$ cat src/rtl/lsu.sv
// Load/store unit for the R4 memory stage: one ready-handshaked data-memory
// transaction per accepted request, returning extended load data and fault flags.
module lsu #(
    parameter int unsigned TIMEOUT = 16
) (
    input  logic        clk,
    input  logic        rst_n,
    input  logic        start,
    input  logic        is_store,
    input  logic [2:0]  funct3,
    input  logic [31:0] addr,
    input  logic [31:0] store_data,
    output logic        busy,
    output logic        done,
    output logic [31:0] load_data,
    output logic        misaligned,
    output logic        access_fault,
    output logic        mem_req,
    output logic        mem_we,
    output logic [31:0] mem_addr,
    output logic [31:0] mem_wdata,
    output logic [3:0]  mem_wstrb,
    input  logic        mem_ready,
    input  logic [31:0] mem_rdata
);

    typedef enum logic [1:0] {
        IDLE   = 2'd0,
        ACCESS = 2'd1,
        DONE   = 2'd2
    } state_e;

    state_e      state_q, state_d;
    logic        is_store_q, is_store_d;
    logic [2:0]  funct3_q, funct3_d;
    logic [1:0]  addr_lo_q, addr_lo_d;
    logic [7:0]  cnt_q, cnt_d;
    logic        busy_q, busy_d;
    logic        done_q, done_d;
    logic [31:0] load_data_q, load_data_d;
    logic        misaligned_q, misaligned_d;
    logic        access_fault_q, access_fault_d;
    logic        mem_req_q, mem_req_d;
    logic        mem_we_q, mem_we_d;
    logic [31:0] mem_addr_q, mem_addr_d;
    logic [31:0] mem_wdata_q, mem_wdata_d;
    logic [3:0]  mem_wstrb_q, mem_wstrb_d;

    logic        req_illegal;
    logic        req_misaligned;
    logic [7:0]  rd_byte;
    logic [15:0] rd_half;
    logic [31:0] rd_ext;
    logic [7:0]  cnt_inc;

    // Request decode on the live inputs; only meaningful while IDLE.
    always_comb begin
        if (is_store) begin
            req_illegal = (funct3 >= 3'b011);
        end else begin
            req_illegal = (funct3 == 3'b011) || (funct3 == 3'b110) || (funct3 == 3'b111);
        end
        req_misaligned = ((funct3[1:0] == 2'b01) && addr[0]) ||
                         ((funct3[1:0] == 2'b10) && (addr[1:0] != 2'b00));
    end

    always_comb begin
        case (addr_lo_q)
            2'd0:    rd_byte = mem_rdata[7:0];
            2'd1:    rd_byte = mem_rdata[15:8];
            2'd2:    rd_byte = mem_rdata[23:16];
            default: rd_byte = mem_rdata[31:24];
        endcase
        rd_half = addr_lo_q[1] ? mem_rdata[31:16] : mem_rdata[15:0];
        case (funct3_q)
            3'b000:  rd_ext = {{24{rd_byte[7]}}, rd_byte};
            3'b001:  rd_ext = {{16{rd_half[15]}}, rd_half};
            3'b010:  rd_ext = mem_rdata;
            3'b100:  rd_ext = {24'd0, rd_byte};
            3'b101:  rd_ext = {16'd0, rd_half};
            default: rd_ext = 32'd0;
        endcase
    end

    assign cnt_inc = cnt_q + 8'd1;

    always_comb begin
        // NOTE: every _d starts from its _q so no path through this block leaves
        // a variable unassigned, which would otherwise infer a latch.
        state_d        = state_q;
        is_store_d     = is_store_q;
        funct3_d       = funct3_q;
        addr_lo_d      = addr_lo_q;
        cnt_d          = cnt_q;
        load_data_d    = load_data_q;
        misaligned_d   = misaligned_q;
        access_fault_d = access_fault_q;
        mem_req_d      = mem_req_q;
        mem_we_d       = mem_we_q;
        mem_addr_d     = mem_addr_q;
        mem_wdata_d    = mem_wdata_q;
        mem_wstrb_d    = mem_wstrb_q;

        case (state_q)
            IDLE: begin
                if (start) begin
                    is_store_d     = is_store;
                    funct3_d       = funct3;
                    addr_lo_d      = addr[1:0];
                    load_data_d    = 32'd0;
                    misaligned_d   = 1'b0;
                    access_fault_d = 1'b0;
                    if (req_illegal) begin
                        access_fault_d = 1'b1;
                        state_d        = DONE;
                    end else if (req_misaligned) begin
                        misaligned_d = 1'b1;
                        state_d      = DONE;
                    end else begin
                        state_d    = ACCESS;
                        cnt_d      = 8'd0;
                        mem_req_d  = 1'b1;
                        mem_we_d   = is_store;
                        mem_addr_d = {addr[31:2], 2'b00};
                        if (!is_store) begin
                            mem_wstrb_d = 4'b0000;
                            mem_wdata_d = 32'd0;
                        end else begin
                            case (funct3[1:0])
                                2'b00: begin
                                    mem_wstrb_d = 4'b0001 << addr[1:0];
                                    mem_wdata_d = {4{store_data[7:0]}};
                                end
                                2'b01: begin
                                    mem_wstrb_d = 4'b0011 << addr[1:0];
                                    mem_wdata_d = {2{store_data[15:0]}};
                                end
                                default: begin
                                    mem_wstrb_d = 4'b1111;
                                    mem_wdata_d = store_data;
                                end
                            endcase
                        end
                    end
                end
            end
            ACCESS: begin
                if (mem_ready) begin
                    state_d     = DONE;
                    mem_req_d   = 1'b0;
                    mem_we_d    = 1'b0;
                    mem_wstrb_d = 4'b0000;
                    if (!is_store_q) begin
                        load_data_d = rd_ext;
                    end
                end else begin
                    cnt_d = cnt_inc;
                    if (cnt_inc == 8'(TIMEOUT)) begin
                        state_d        = DONE;
                        access_fault_d = 1'b1;
                        mem_req_d      = 1'b0;
                        mem_we_d       = 1'b0;
                        mem_wstrb_d    = 4'b0000;
                    end
                end
            end
            DONE: begin
                state_d = IDLE;
            end
            default: begin
                state_d = IDLE;
            end
        endcase

        busy_d = (state_d != IDLE);
        done_d = (state_d == DONE);
    end

    always_ff @(posedge clk or negedge rst_n) begin
        if (!rst_n) begin
            state_q        <= IDLE;
            is_store_q     <= 1'b0;
            funct3_q       <= 3'd0;
            addr_lo_q      <= 2'd0;
            cnt_q          <= 8'd0;
            busy_q         <= 1'b0;
            done_q         <= 1'b0;
            load_data_q    <= 32'd0;
            misaligned_q   <= 1'b0;
            access_fault_q <= 1'b0;
            mem_req_q      <= 1'b0;
            mem_we_q       <= 1'b0;
            mem_addr_q     <= 32'd0;
            mem_wdata_q    <= 32'd0;
            mem_wstrb_q    <= 4'd0;
        end else begin
            // NOTE: non-blocking updates make every flop see pre-edge values,
            // so the register order inside this block does not matter.
            state_q        <= state_d;
            is_store_q     <= is_store_d;
            funct3_q       <= funct3_d;
            addr_lo_q      <= addr_lo_d;
            cnt_q          <= cnt_d;
            busy_q         <= busy_d;
            done_q         <= done_d;
            load_data_q    <= load_data_d;
            misaligned_q   <= misaligned_d;
            access_fault_q <= access_fault_d;
            mem_req_q      <= mem_req_d;
            mem_we_q       <= mem_we_d;
            mem_addr_q     <= mem_addr_d;
            mem_wdata_q    <= mem_wdata_d;
            mem_wstrb_q    <= mem_wstrb_d;
        end
    end

    assign busy         = busy_q;
    assign done         = done_q;
    assign load_data    = load_data_q;
    assign misaligned   = misaligned_q;
    assign access_fault = access_fault_q;
    assign mem_req      = mem_req_q;
    assign mem_we       = mem_we_q;
    assign mem_addr     = mem_addr_q;
    assign mem_wdata    = mem_wdata_q;
    assign mem_wstrb    = mem_wstrb_q;

endmodule
$ cat config.mk
export PLATFORM = sky130hd
export DESIGN_NAME = lsu
export DESIGN_NICKNAME = d
export VERILOG_FILES = /design/src/rtl/lsu.sv
export SDC_FILE = /design/constraint.sdc
export NUM_CORES = 1
export LEC_CHECK = 0
export BUFFER_PORTS_ARGS = -buffer_cell sky130_fd_sc_hd__buf_2
export CAP_MARGIN = 10
export CORE_UTILIZATION = 45
export CTS_CLUSTER_DIAMETER = 120
export DETAILED_ROUTE_END_ITERATION = 10
export PLACE_DENSITY = 0.77
export SLEW_MARGIN = 20
export SYNTH_ARGS = -nofsm -noshare
export SYNTH_HDL_FRONTEND = slang
export SYNTH_SLANG_ARGS = --single-unit
$ cat constraint.sdc
create_clock -name clk -period 1.9 [get_ports clk]
set_clock_uncertainty 0.2 [all_clocks]
set_input_delay 0.38 -clock clk [delete_from_list [all_inputs] [get_ports clk]]
set_output_delay 0.38 -clock clk [all_outputs]
set_load 0.005 [all_outputs]
### Yosys cells after proc, flatten, opt, wreduce, memory -nomap -nowiden

Index checks and enable logic that the tools add are counted.

* $add $sub $neg: 1
* $lt $le $gt $ge: 1
* eq/ne operators: 22
* reductions and logical operators: 18
* bitwise operators: 2
* multiplexer cells: 46
* shifts and indexed selects: 2

Operators with widths (number)
* case mux 32 bit (5 select lines): 1
* two-way mux 32 bit: 4
* case mux 32 bit (2 select lines): 2
* two-way mux 8 bit: 4
* two-way mux 4 bit: 6
* case mux 8 bit (3 select lines): 1
* two-way mux 16 bit: 1
* case mux 4 bit (2 select lines): 2
* case mux 8 bit (2 select lines): 1
* two-way mux 1 bit: 15
* != test 2 bit, second input constant: 7
* == test 3 bit, second input constant: 4
* AND reduction 4 bit: 3
* two-way mux 2 bit: 5
* AND reduction 5 bit: 2
* adder 8 x 1 -> 8 bit, second input constant: 1
* == test 8 x 5 -> 1 bit, second input constant: 1
* == test 2 x 1 -> 1 bit, second input constant: 3
* == test 2 bit, second input constant: 3
* == test 3 x 2 -> 1 bit, second input constant: 2
* logical NOT 2 bit: 3
* case mux 1 bit (2 select lines): 3
* nonzero test 2 bit: 3
* case mux 2 bit (2 select lines): 1
* 10 further kinds: 14

* register bits after elaboration: 120

### Longest topological paths before layout

Gate-level depths: netlist (run 1).

* word-level depth: 8
* gate-level depth with buffers: 7
* gate-level depth less buffers: 5

### Worst setup path after synthesis (run 1)

OpenSTA, ideal clock, no wires.

* path type: reg2reg
* start point: register cnt_q[0]
* end point: register mem_wstrb_q[1] (netlist: mem_wstrb[1])
* stages on the path, launching flop included: 6
* clock period less this slack: 1.740 ns
* setup time: 0.133 ns
* required time: 1.567 ns
* data arrival time: 1.407 ns
* path slack: 0.160 ns
* cell sequence: dfrtp_1 > ha_1 > nand3b_1 > or4_1 > o21ai_2 > o211ai_1

* longest elaborated chain between the ends: 4

Ends and longest elaborated chain
* start: declaration: line 37 `logic [7:0] cnt_q, cnt_d;`
* start signal: assignment: line 203 `cnt_q <= cnt_d;`
* adder 8 x 1 -> 8 bit: line 85 `assign cnt_inc = cnt_q + 8'd1;`
* == test 8 x 5 -> 1 bit: line 158 `if (cnt_inc == 8'(TIMEOUT)) begin`
* != test 3 bit (no source line)
* AND reduction 5 bit (no source line)
* end signal: assignment: line 213 `mem_wstrb_q <= mem_wstrb_d;`
* end: declaration: line 47 `logic [3:0] mem_wstrb_q, mem_wstrb_d;`

Every way passes these cells.
A chain may end at the register's enable or synchronous reset.

### Final worst setup path (run 1)

* start point: register cnt_q[0]
* end point: register mem_wstrb_q[3] (netlist: mem_wstrb[3])

The elaborated chain is that of the path after synthesis.

==> flow_summary.ini, run 1 <==
[setup_path]
start_kind = register
worst-path-buf-inv = 1
critPathArrivalTime_ns = 1.90
cp_max_fo = 7
critPathMaxStageDelay_ns = 0.45
endpoint_kind = register
slowest_stage = or4_4
critPathTopFamily = simple AND/OR/NAND/NOR gates
crit_type = register to register
worstPathCellList = ha_2 -> nand3b_1 -> or4_4 -> o21ai_4 -> buf_6 -> o211ai_1
required_ns = 1.97

[synthesis]
ys_ff_latch = 120
syn_area_per_cell_sq_um = 9.78
yosysUniqueCellTypes = 57
syn_area_sq_um = 5850
yosysTopAreaCellShare_pct = 51.3
synthCells = 598
synth_top_family_by_area = simple AND/OR/NAND/NOR gates
synth.area.top_cells = dfrtp_1 (51%), nand2_1 (11%), mux2_2 (5.8%), a221o_1 (2.7%), nand3_1 (2.7%)
synth_compound_area_share_pct = 14.9
synth-simple-area-share_pct = 20.1
synth_fa_ha_area_share_pct = 0.214
ys_seq_area_share_pct = 51.3
synth_ff_type = dfrtp_1
yosysMostFrequentCell = nand2_1
synth.largest_area_cell = dfrtp_1
yosys_warnings = 0
ys_top_cells_by_count = nand2_1 (179), dfrtp_1 (120), nand3_1 (31), mux2_2 (30), o21ai_0 (28)
synthXorXnorAreaFrac_pct = 0.150
async_reset_ff_share_pct = 100
yosys-mux-area-fraction_pct = 8.00
synth_edf_count = 0

[drt]
wl_met1_um = 7050
drt-initial-drc-count = 412
drc = 0
dr_wl_met3_um = 1340
top_layer = met4
ant_nets = 0
met2_length_um = 8510
detail_route.wirelength_um = 17400
vias = 5595
vias_per_cell = 5.37
detail_route.first_pass.iterations = 6
routedWlPerCell_um = 16.7

[finish]
n_antenna_cell = 0
instances_no_fill = 1042
fill_cells = 1034
nets = 963
layout-drive-gt1-share_pct = 37.9
final_area_sq_um = 8170
areaGrowthSynthToFinish_pct = 39.7
final_util_pct = 64.5

[clock_network]
clkSlewWorstSetupHoldPaths_ns = 0.05
cts_sinks = 120
h-tree-depth = 4
tritoncts.num_buffers = 17
cts_tree = yes
clk_latency_ns = 0.41
clockBufferDepth = 2
cts_setup_buffers = 0
cts-root-buf = clkbuf_16

[floorplan]
ios = 210
core-area_sq_um = 12700
die_x_um = 116
dieArea_sq_um = 13500
die_y_um = 116
rows = 41
start_util_pct = 46.2

[flow_run]
drv_cap = 0

[timing]
fmax_mhz = 549
rsz0062_at_grt = true
drv_slew = 0
worst_pin_slew_ns = 0.584
fin_crit_ns = 1.82
setup_violations = 0
timing.final.crit_share_pct = 96.0
hold_viol_final = 0
fin_ws_ns = 0.0769
max-slew-margin-rel_pct = 60.9

[global_routing]
grt_usage_pct = 26.1
grt_max_degree = 71
gr-total-overflow = 0
grt_antenna_before_repair = 0
grt_pass1_vias = 5407
grt_pass1_wl_um = 26700

[placement]
numPortBuffers = 207
dpl_cell_area_sq_um = 7260
dp_cells = 979
dpl.hpwl_um = 11800
place_congestion = 0.840
dpl_worst_slack_ns = -0.0729

[power_and_ir_drop]
total_power_uw = 9520
leakagePower_uw = 0.00424
ir_worst_vdd_v = 0.000549
powerDensity_nw_per_um2 = 1160

[run_status]
status = finished clean

[min_path]
hp-class = input pin to register
## state kept, by name, summed over array words and instances, names as in the netlist
signal        flops
mem_wdata        32
addr_lo_q         2
is_store_q        1
load_data        32
cnt_q             8
misaligned        1
mem_addr         30
done              1
mem_wstrb         4
mem_req           1
access_fault      1
funct3_q          3
mem_we            1
state_q           2
busy              1
## cell usage in the layout, fill, tap and decap left out, types with 3 or more instances in the layout
cell type / instances
a21oi_1: 6
a221o_1: 16
a22oi_1: 9
a31oi_1: 3
a32oi_1: 15
buf_12: 6
buf_2: 206
buf_4: 37
clkbuf_1: 5
clkbuf_16: 17
clkinv_2: 3
dfrtp_1: 120
dlygate4sd3_1: 31
inv_1: 12
mux2_2: 30
mux2i_1: 13
nand2_1: 179
nand2b_1: 4
nand3_1: 31
nand4_1: 4
nor2_1: 14
nor2b_1: 4
o211ai_1: 15
o21ai_0: 28
o21ai_1: 9
o21ai_4: 3
## cell families (layout without fill, tap and decap cells)
logic type,after synthesis,after routing
buffers and inverters,54,324
and+or+nand+nor,261,261
other,1,2
adders and majority gates,1,1
xor gates and xnor gates,1,1
muxes,43,43
AOI/OAI and AO/OA,117,118
DFF,120,120
## path summary, 6_finish.rpt
| path | startpoint | endpoint | slack, ns | depth (start not counted) |
|---|---|---|---|---|
| min in group asynchronous | rst_n | busy$_DFF_PN0_ | 0.12 | 2 |
| worst min register to register | mem_wdata[9]$_DFFE_PN0P_ | mem_wdata[9]$_DFFE_PN0P_ | 0.26 | 2 |
| max in group asynchronous | rst_n | mem_wdata[8]$_DFFE_PN0P_ | 0.79 | 3 |
| worst max-delay path | cnt_q[0]$_DFFE_PN0P_ | mem_wstrb[3]$_DFFE_PN0P_ | 0.08 | 6 |
| worst max register to register | cnt_q[0]$_DFFE_PN0P_ | mem_wstrb[3]$_DFFE_PN0P_ | 0.08 | 6 |
| worst min-delay path | mem_rdata[3] | load_data[3]$_DFFE_PN0P_ | 0.02 | 3 |
## final cells by class
| cell class | instances | area [sq um] | share of cell area [%] |
|---|---|---|---|
| inverter | 12 | 45.0 | 0.551 |
| tap | 172 | 215 | 2.63 |
| clock buffer | 23 | 458 | 5.60 |
| multi-input combinational | 426 | 2600 | 31.8 |
| timing repair buffer | 281 | 1750 | 21.4 |
| clock inverter | 8 | 98.8 | 1.21 |
| sequential | 120 | 3000 | 36.7 |
## per-layer routing
metal | up-vias | track usage [%]
li1 | 2618 | -
met5 | - | 0
met1 | 2675 | 31.4
met3 | 40 | 7.17
met2 | 262 | 43.9
met4 | 0 | 11.2
## through the flow
step / TNS, ns / hold WS, ns
detailed placement: -0.263 / -0.00788
global placement: 0 / -0.00536
finish: 0 / 0.0211
CTS: 0 / 0.00608
floorplan: 0 / -0.116
global route: -0.0418 / 0.0340
## report_power, final
part	internal, uW	total, uW	switching, uW
combinational	1340	2800	1460
sequential	3230	3670	446
clock	1950	3050	1100
total	6510	9520	3000
## tightest hold or removal path, stage by stage
cell     delay, ns
buf_2         0.08
a32oi_1       0.08
o21ai_0       0.06
## what timing repair did
action                                  in CTS  in global routing
hold buffers                                31                  0
pin swaps                                    0                  3
cloned                                       0                  1
endpoints found under the setup margin       8                 44
hold endpoints to repair                   150                  0
resized for setup                            2                  7
Note: power is estimated with default switching activity, not from simulation.
==> run 2: changes to the inputs <==
- PLACE_DENSITY: 0.77 -> 0.86
- SETUP_SLACK_MARGIN: default -> 0.3
==> run 2 against run 1 <==
Fmax shrank 1.9%. Sequential cell count did not move. Global-route usage up 7.7 points. Critical path depth unchanged. Via count grew 17%. Cell count rose by 5.7%. Combinational power grew 52%. Setup slack got worse by 0.035 ns. Largest power group is now combinational cells.
==> flow_summary.ini, run 2 (synthesized netlist as in run 1, its figures left out) <==
[finish]
final_util_pct = 79.6
final_area_sq_um = 10100
fill_cells = 686
final_cell_mix = buf_2 (206), dfrtp_1 (113), nand2_1 (95), nand2_2 (48), buf_4 (38)
nets = 1021
n_antenna_cell = 0
layout-drive-gt1-share_pct = 58.0
instances_no_fill = 1101
layout_commonest_cell = buf_2
areaGrowthSynthToFinish_pct = 72.4

[timing]
max-slew-margin-rel_pct = 61.6
worst_pin_slew_ns = 0.572
fin_crit_ns = 1.86
hold_viol_final = 0
setup_violations = 0
finalSetupTns_ns = 0
holdWs_ns = 0.0237
drv_slew = 0
fmax_mhz = 538
rsz0062_at_grt = true
timing.final.crit_share_pct = 97.8

[global_routing]
grt_antenna_before_repair = 0
grt_pass1_wl_um = 34000
gr-total-overflow = 0
grt_max_degree = 44
grt_pass1_vias = 6321
grt_usage_pct = 33.8

[setup_path]
critPathArrivalTime_ns = 2.01
critPathTopFamily = simple AND/OR/NAND/NOR gates
worst-path-buf-inv = 2
endpoint_kind = register
reg2reg_slack_ns = 0.04
critPathMostFrequentCell = buf_6
slowest_stage = dfrtp_2
required_ns = 2.05
start_kind = register
cp_max_fo = 7
r2r_cells = 6
critPathMaxStageDelay_ns = 0.45
r2r-start = state_q[1]$_DFF_PN0_
crit_type = register to register
worstPathCellList = buf_6 -> and4bb_4 -> and2_4 -> buf_6 -> a32oi_1 -> o21ai_1
worstReg2RegEnd = load_data[1]$_DFFE_PN0P_

[clock_network]
clkSlewWorstSetupHoldPaths_ns = 0.06
tritoncts.num_buffers = 17
h-tree-depth = 4
clk_latency_ns = 0.42
clockBufferDepth = 2
cts_tree = yes
cts_sinks = 120
cts-root-buf = clkbuf_16

[floorplan]
core-area_sq_um = 12700
rows = 41
ios = 210
start_util_pct = 46.2
die_x_um = 116
dieArea_sq_um = 13500
die_y_um = 116

[placement]
dp_cells = 966
place_congestion = 0.872
numPortBuffers = 207
dpl_cell_area_sq_um = 7330
dpl.hpwl_um = 11800

[drt]
vias_per_cell = 5.94
drt-initial-drc-count = 614
routedWlPerCell_um = 22.3
vias = 6535
detail_route.wirelength_um = 24600
ant_nets = 0
detail_route.first_pass.iterations = 5
drc = 0

[min_path]
worstHoldStart = mem_rdata[17]
hp-class = input pin to register
holdPathEnd = load_data[17]$_DFFE_PN0P_
min_path_cells = 2

[flow_run]
drv_cap = 0

[power_and_ir_drop]
leakagePower_uw = 0.00493
powerDensity_nw_per_um2 = 1140
ir_worst_vdd_v = 0.000819

[run_status]
status = finished clean
-- run 2: changes by cell type in the layout (fill, tap and decap cells not counted), moves of 10 or more --
| cell | change |
|---|---|
| nand2_1 | -84 |
| buf_16 | +14 |
| nand3_1 | -25 |
| buf_6 | +19 |
| buf_12 | +10 |
| nand2_4 | +35 |
| nand2_2 | +48 |
| o21ai_2 | +11 |
| o21ai_0 | -16 |
| nand3_2 | +22 |
-- run 2: worst max path at each step --
stage	start	to	slack, ns	cells after the start
5_1_grt	cnt_q[0]$_DFFE_PN0P_	done$_DFF_PN0_	-0.007	5
2_1_floorplan	cnt_q[0]$_DFFE_PN0P_	mem_wstrb[1]$_DFFE_PN0P_	0.17	5
3_3_place_gp	funct3_q[1]$_DFFE_PN0P_	load_data[13]$_DFFE_PN0P_	-0.03	3
6_report	state_q[1]$_DFF_PN0_	load_data[1]$_DFFE_PN0P_	0.04	6
4_1_cts	cnt_q[1]$_DFFE_PN0P_	mem_wstrb[2]$_DFFE_PN0P_	0.1	5
3_5_place_dp	funct3_q[1]$_DFFE_PN0P_	load_data[14]$_DFFE_PN0P_	-0.1	3
-- run 2: where the power goes --
| part | internal (uW) | switching (uW) |
|---|---|---|
| clock | 2010 | 1270 |
| combinational | 2150 | 2110 |
| sequential | 3230 | 687 |
-- run 2: layer usage --
layer	GRT usage [%]	part of all wire [%]	vias to the layer above
met5	0	0	-
met4	17.2	5.7	0
met3	8.00	8.1	133
met2	57.7	50	451
met1	39.6	36	3191
li1	-	-	2760
-- run 2: cell type report --
cell class	instances	area, sq um	area share (%)
repair buffers	333	2710	26.8
clock buffers	19	453	4.49
clock inverters	13	145	1.44
inverters	12	48.8	0.484
well taps	172	215	2.13
flip-flops and latches	120	3010	29.9
multi-input cells	432	3500	34.7
-- run 2: what timing repair did --
action	in CTS	in global routing
buffers inserted	37	11
endpoints found under the hold margin	52	0
pin swaps	84	50
cloned	22	2
gates resized for setup	130	120
hold buffers	31	0
endpoints found under the setup margin	117	119
-- run 2: metrics by stage --
stage	total power [uW]	worst slack (ns)
after floorplan	5240	0.171
after global placement	6300	-0.0321
after detailed placement	6400	-0.0996
after CTS	10600	0.0994
after global routing	11900	-0.00711
final	11500	0.0423
